==> src/rtl/cpu_sequencer.sv <==
// cpu_sequencer: multi-cycle control FSM for the RV32I core.
// Walks each instruction through FETCH, DECODE, EXEC, then MEM or STDIO
// when needed, and finally WB. It turns the decoder's level enables into
// single-cycle write strobes and stalls on instruction fetch, RAM read
// latency and the stdin/stdout handshakes.
module cpu_sequencer #(
   parameter int unsigned RAM_READ_LATENCY = 2,
   parameter logic [1:0]  REG_SRC_RAM      = 2'd1
) (
   input  logic        clk,
   input  logic        rstn,
   input  logic        run,
   input  logic        imem_valid,
   input  logic        dec_reg_write_enable,
   input  logic        dec_ram_write_enable,
   input  logic [1:0]  dec_reg_write_data_src,
   input  logic        dec_stdin_read_enable,
   input  logic        dec_stdout_write_enable,
   input  logic        stdin_valid,
   input  logic        stdout_ready,
   output logic        imem_req,
   output logic        ir_we,
   output logic        reg_we,
   output logic        ram_we,
   output logic        stdin_ack,
   output logic        stdout_valid,
   output logic        pc_we,
   output logic        retire,
   output logic [2:0]  state,
   output logic [31:0] instret
);

   typedef enum logic [2:0] {
      S_IDLE   = 3'd0,
      S_FETCH  = 3'd1,
      S_DECODE = 3'd2,
      S_EXEC   = 3'd3,
      S_MEM    = 3'd4,
      S_STDIO  = 3'd5,
      S_WB     = 3'd6
   } state_t;

   // Read latency fits the 4-bit countdown (legal range 1..15).
   localparam logic [3:0] LAT = 4'(RAM_READ_LATENCY);

   state_t      state_q;
   state_t      state_d;
   logic [3:0]  lat_cnt_q;
   logic [31:0] instret_q;

   logic is_store;
   logic is_load;
   logic is_stdio;

   assign is_store = dec_ram_write_enable;
   assign is_load  = (dec_reg_write_data_src == REG_SRC_RAM);
   assign is_stdio = dec_stdin_read_enable | dec_stdout_write_enable;

   assign state   = state_q;
   assign instret = instret_q;

   // State register; reset abandons any instruction in flight.
   always_ff @(posedge clk or negedge rstn) begin
      if (!rstn) begin
         state_q <= S_IDLE;
      end else begin
         state_q <= state_d;
      end
   end

   // RAM read latency countdown: armed on the EXEC->MEM transition,
   // counts down while in MEM so a load leaves MEM when it reaches 1.
   always_ff @(posedge clk or negedge rstn) begin
      if (!rstn) begin
         lat_cnt_q <= 4'd0;
      end else if (state_q == S_EXEC && state_d == S_MEM) begin
         lat_cnt_q <= LAT;
      end else if (state_q == S_MEM && lat_cnt_q != 4'd0) begin
         lat_cnt_q <= lat_cnt_q - 4'd1;
      end
   end

   // Retired-instruction counter, bumped once per WB cycle, wraps at 2^32.
   always_ff @(posedge clk or negedge rstn) begin
      if (!rstn) begin
         instret_q <= 32'd0;
      end else if (state_q == S_WB) begin
         instret_q <= instret_q + 32'd1;
      end
   end

   // Next-state selection and strobe generation; every strobe is tied to
   // the single state that owns it so it cannot leak into other states.
   always_comb begin
      state_d      = state_q;
      imem_req     = 1'b0;
      ir_we        = 1'b0;
      reg_we       = 1'b0;
      ram_we       = 1'b0;
      stdin_ack    = 1'b0;
      stdout_valid = 1'b0;
      pc_we        = 1'b0;
      retire       = 1'b0;
      case (state_q)
         S_IDLE: begin
            if (run) state_d = S_FETCH;
         end
         S_FETCH: begin
            imem_req = 1'b1;
            if (imem_valid) begin
               ir_we   = 1'b1;
               state_d = S_DECODE;
            end
         end
         S_DECODE: begin
            state_d = S_EXEC;
         end
         S_EXEC: begin
            if (is_stdio) begin
               state_d = S_STDIO;
            end else if (is_store || is_load) begin
               state_d = S_MEM;
            end else begin
               state_d = S_WB;
            end
         end
         S_MEM: begin
            // A store is always a single MEM cycle, and wins over a load
            // if the decoder flags both.
            if (is_store) begin
               ram_we  = 1'b1;
               state_d = S_WB;
            end else if (lat_cnt_q <= 4'd1) begin
               state_d = S_WB;
            end
         end
         S_STDIO: begin
            if (dec_stdin_read_enable) begin
               if (stdin_valid) begin
                  stdin_ack = 1'b1;
                  state_d   = S_WB;
               end
            end else if (dec_stdout_write_enable) begin
               stdout_valid = 1'b1;
               if (stdout_ready) state_d = S_WB;
            end else begin
               state_d = S_WB;
            end
         end
         S_WB: begin
            reg_we  = dec_reg_write_enable;
            pc_we   = 1'b1;
            retire  = 1'b1;
            state_d = run ? S_FETCH : S_IDLE;
         end
         default: begin
            state_d = S_IDLE;
         end
      endcase
   end

endmodule

==> config.mk <==
export PLATFORM = sky130hd
export DESIGN_NAME = cpu_sequencer
export DESIGN_NICKNAME = d
export VERILOG_FILES = /design/src/rtl/cpu_sequencer.sv
export SDC_FILE = /design/constraint.sdc
export NUM_CORES = 1
export LEC_CHECK = 0
export ABC_AREA = 1
export CORE_ASPECT_RATIO = 1.25
export CORE_MARGIN = 3
export CORE_UTILIZATION = 54
export CTS_BUF_LIST = sky130_fd_sc_hd__clkbuf_4 sky130_fd_sc_hd__clkbuf_8 sky130_fd_sc_hd__clkbuf_16
export DETAILED_ROUTE_END_ITERATION = 12
export PLACE_DENSITY_LB_ADDON = 0.1
export SYNTH_ARGS = -nofsm -noshare
export SYNTH_HDL_FRONTEND = slang
export SYNTH_SLANG_ARGS = --single-unit
==> constraint.sdc <==
create_clock -name clk -period 2 [get_ports clk]
set_input_delay 0.4 -clock clk [delete_from_list [all_inputs] [get_ports clk]]
set_output_delay 0.4 -clock clk [all_outputs]
set_load 0.02 [all_outputs]
==> summary.md <==
| Metric | Value |
|---|---|
| Outcome | `completed` |
| Final hold slack | `about 140 ps` |
| Site row count | `26` |
| Avg Inst Size Synth | `7.42 µm²` |
| Clk buf depth | `2` |
| Maximum number of pins on one net before global-route repair | `40` |
| DIE AREA | `~0.0054 mm²` |
| Worst-Skew Late Latency | `around 300 ps` |
| Ys Warns | `0` |
| Post-synth EDFFs | `0` |
| Critical path buffer and inverter count | `3` |
| Cell family with most CP delay | `buffers and inverters` |
| Vias per cell | `4.89` |
| Post-Route WL | `5720 µm` |
| Min Tclk post-route | `1920 ps` |
| Area share of the largest cell type after synthesis | `39.6%` |
| Clock Sinks | `39` |
| Total Routing Usage GR | `23.5%` |
| WP data required | `around 1600 ps` |
| Critical-path top delay cell | `dfrtp_1` |
| CTS Hold Bufs | `0` |
| Final Util | `76.1%` |
| Port bufs | `54` |
| Drc violations | `0` |
| Synth Net Count | `348` |
| Synth area leaders | `dfrtp_1 (40%), nand2_1 (17%), inv_1 (7.0%)` |
| Area of the core | `~0.0042 mm²` |
| Final #Nets | `415` |
| Grt ovf | `0` |
| Post-synth ARST share | `100%` |
| CP dominant cell by count | `inv_1` |
| Slew of the pin with the lowest slew margin | `about 490 ps` |
| Fin area | `0.00322 mm²` |
| Relative max-transition margin | `67.1%` |
| Final Max Tran Viols | `0` |
| Netlist area before placement | `0.00246 mm²` |
| Proportion of layout cells with a drive suffix above 1 | `10.3%` |
| Initial DRC Count | `83` |
| Crit path DAT | `1520 ps` |
| Root Driver | `clkbuf_8` |
| I/O pin cnt | `55` |
| Post-placement cell area | `0.00311 mm²` |
| Worst vdd ir | `0.614 mV` |
| Cts bufs inserted | `5` |
| Distinct cells, synth | `23` |
| Leak pwr | `1.64 nW` |
| Ys flop type | `dfrtp_1` |
| #FFs+latches synth | `39` |
| Max-cap viol count | `0` |
| Vias in the first global route | `2287` |
| Wire length per cell | `12.6 µm` |
| Period utilization | `95.9%` |
| PD cells | `784 mW/mm²` |
| Design Power | `0.00252 W` |
| First-pass GRT wire length | `9830 µm` |
| RSZ-0062 raised after global routing | `false` |
| Critical path, cell by cell | `inv_1 -> nand2_1 -> nor2_1 -> inv_1 -> nor3_1 -> dlygate4sd1_1` |
| Highest clock rate | `521 MHz` |
| Finish-stage setup viols | `0` |
| Clk slew on worst S/H paths | `approximately 80 ps` |
| Vias | `between 2000 and 2500` |
| Ant diodes | `0` |
| Largest area contributor in the netlist | `dfrtp_1` |
| Final HPWL DP | `4440 µm` |
| Final Hold Viols | `0` |
| Crit end category | `output pin` |
| Seq/Total Area, Yosys | `39.6%` |
| Reg-to-reg slack, setup | `280 ps` |
| Drt first pass iters | `4` |
| Max FO, Critical Path | `3` |
| Gp weighted congestion | `around 0.88` |
| Area delta synth->final | `30.6%` |
| Initial Util | `between 50% and 60%` |
| CP Launch Type | `flip-flop` |
| Synth Instances | `332` |
| Post-CTS setup buffers | `0` |
| Worst Hold Class | `input pin to asynchronous set/reset pin` |
| H-tree depth | `2` |
| Initial antenna violation count | `0` |
| CTS tree | `done` |
| Crit-path max cell delay | `390 ps` |
| Die width | `approximately 66 µm` |
| Die height | `slightly above 80 µm` |
| Final setup skew | `5.54 ps` |
| Leading cell types in the layout, fill and taps excluded | `nand2_1 (110), inv_1 (46), nor2_1 (46)` |
| Post-route ant nets | `0` |
| Setup CP Type | `flip-flop to output pin` |
| Most common cell after layout, fill and taps aside | `nand2_1` |
[what timing repair did]
item / 4_1_cts / 5_1_grt
gates resized for setup: 7 / 3
endpoints found under the setup margin: 7 / 2
pin swaps: 0 / 0
[final timing paths]
check                            start           end  depth (start not counted)
min                               rstn    instret[2]                          2
min in group clk           instret[31]   instret[31]                          2
max                           state[1]  stdout_valid                          6
max reg2reg                   state[0]   instret[22]                          9
min reg2reg                instret[31]   instret[31]                          2
max in group asynchronous         rstn   instret[20]                          2
[synth_stat cells, types with 2 or more instances]
| library cell | number |
|---|---|
| dfrtp_1 | 39 |
| nand2_1 | 110 |
| nor2_1 | 46 |
| nor2_8 | 2 |
| nand3_1 | 16 |
| nor2_2 | 6 |
| nand3_4 | 3 |
| o21ai_0 | 3 |
| xnor2_1 | 11 |
| nor3_1 | 5 |
| nand4_1 | 5 |
| nor2_4 | 4 |
| inv_2 | 4 |
| xor2_1 | 12 |
| ha_1 | 4 |
| inv_1 | 46 |
| nand3b_1 | 8 |
| nand3_2 | 3 |
[report_power, final]
part	switching, W	total, W	internal (W)	leakage (nW)
logic	0.000509	0.000873	0.000363	1.05
registers	0.0000918	0.000979	0.000887	0.530
clock network	0.000298	0.000670	0.000372	0.0581
total	0.000899	0.00252	0.00162	1.64
[state kept, by name, indices dropped and copies added (netlist names)]
| signal | count |
|---|---|
| instret | 32 |
| lat_cnt_q | 4 |
| state | 3 |
[worst reg2reg max path: stages, from the launching register on]
cell and delay, ps:
dfrtp_1 430, inv_2 120, nand3_4 90, buf_4 230, nor2_4 150, nand4_1 200
nor2_2 220, nand2_1 80, nand2_1 70, nand2_1 50
[cells by family after synthesis]
group           Yosys count  synth area share [%]
xor+xnor                 23                  8.18
simple gates            209                  40.6
fa+ha+maj                 4                  2.03
compound gates            3                 0.609
flops                    39                  39.6
buf+inv                  53                  8.53
mux                       1                 0.457
[routing by layer]
metal / track usage [%] / part of all wire, %
met3: 2.74 / 3.6
met2: 43.6 / 52
met4: 8.54 / 1.6
met1: 27.6 / 42
met5: 0 / 0
[final cells by class]
type                            count  area, µm²
Sequential cell                    39        976
Fill cell                         359       1010
Clock buffer                        5       68.8
Multi-Input combinational cell    240       1280
Clock inverter                      3       43.8
Timing Repair Buffer               62        589
Inverter                           51        191
Tap cell                           56       70.1
[through the flow]
stage	std cells	TNS, ps	worst slack (ps)
2_1_floorplan	332	0	277
3_3_place_gp	448	-318	-124
3_5_place_dp	448	-437	-171
4_1_cts	456	0	4.23
5_1_grt	456	0	0.996
6_report	456	0	81.8
Note: power is estimated with default switching activity, not from simulation.
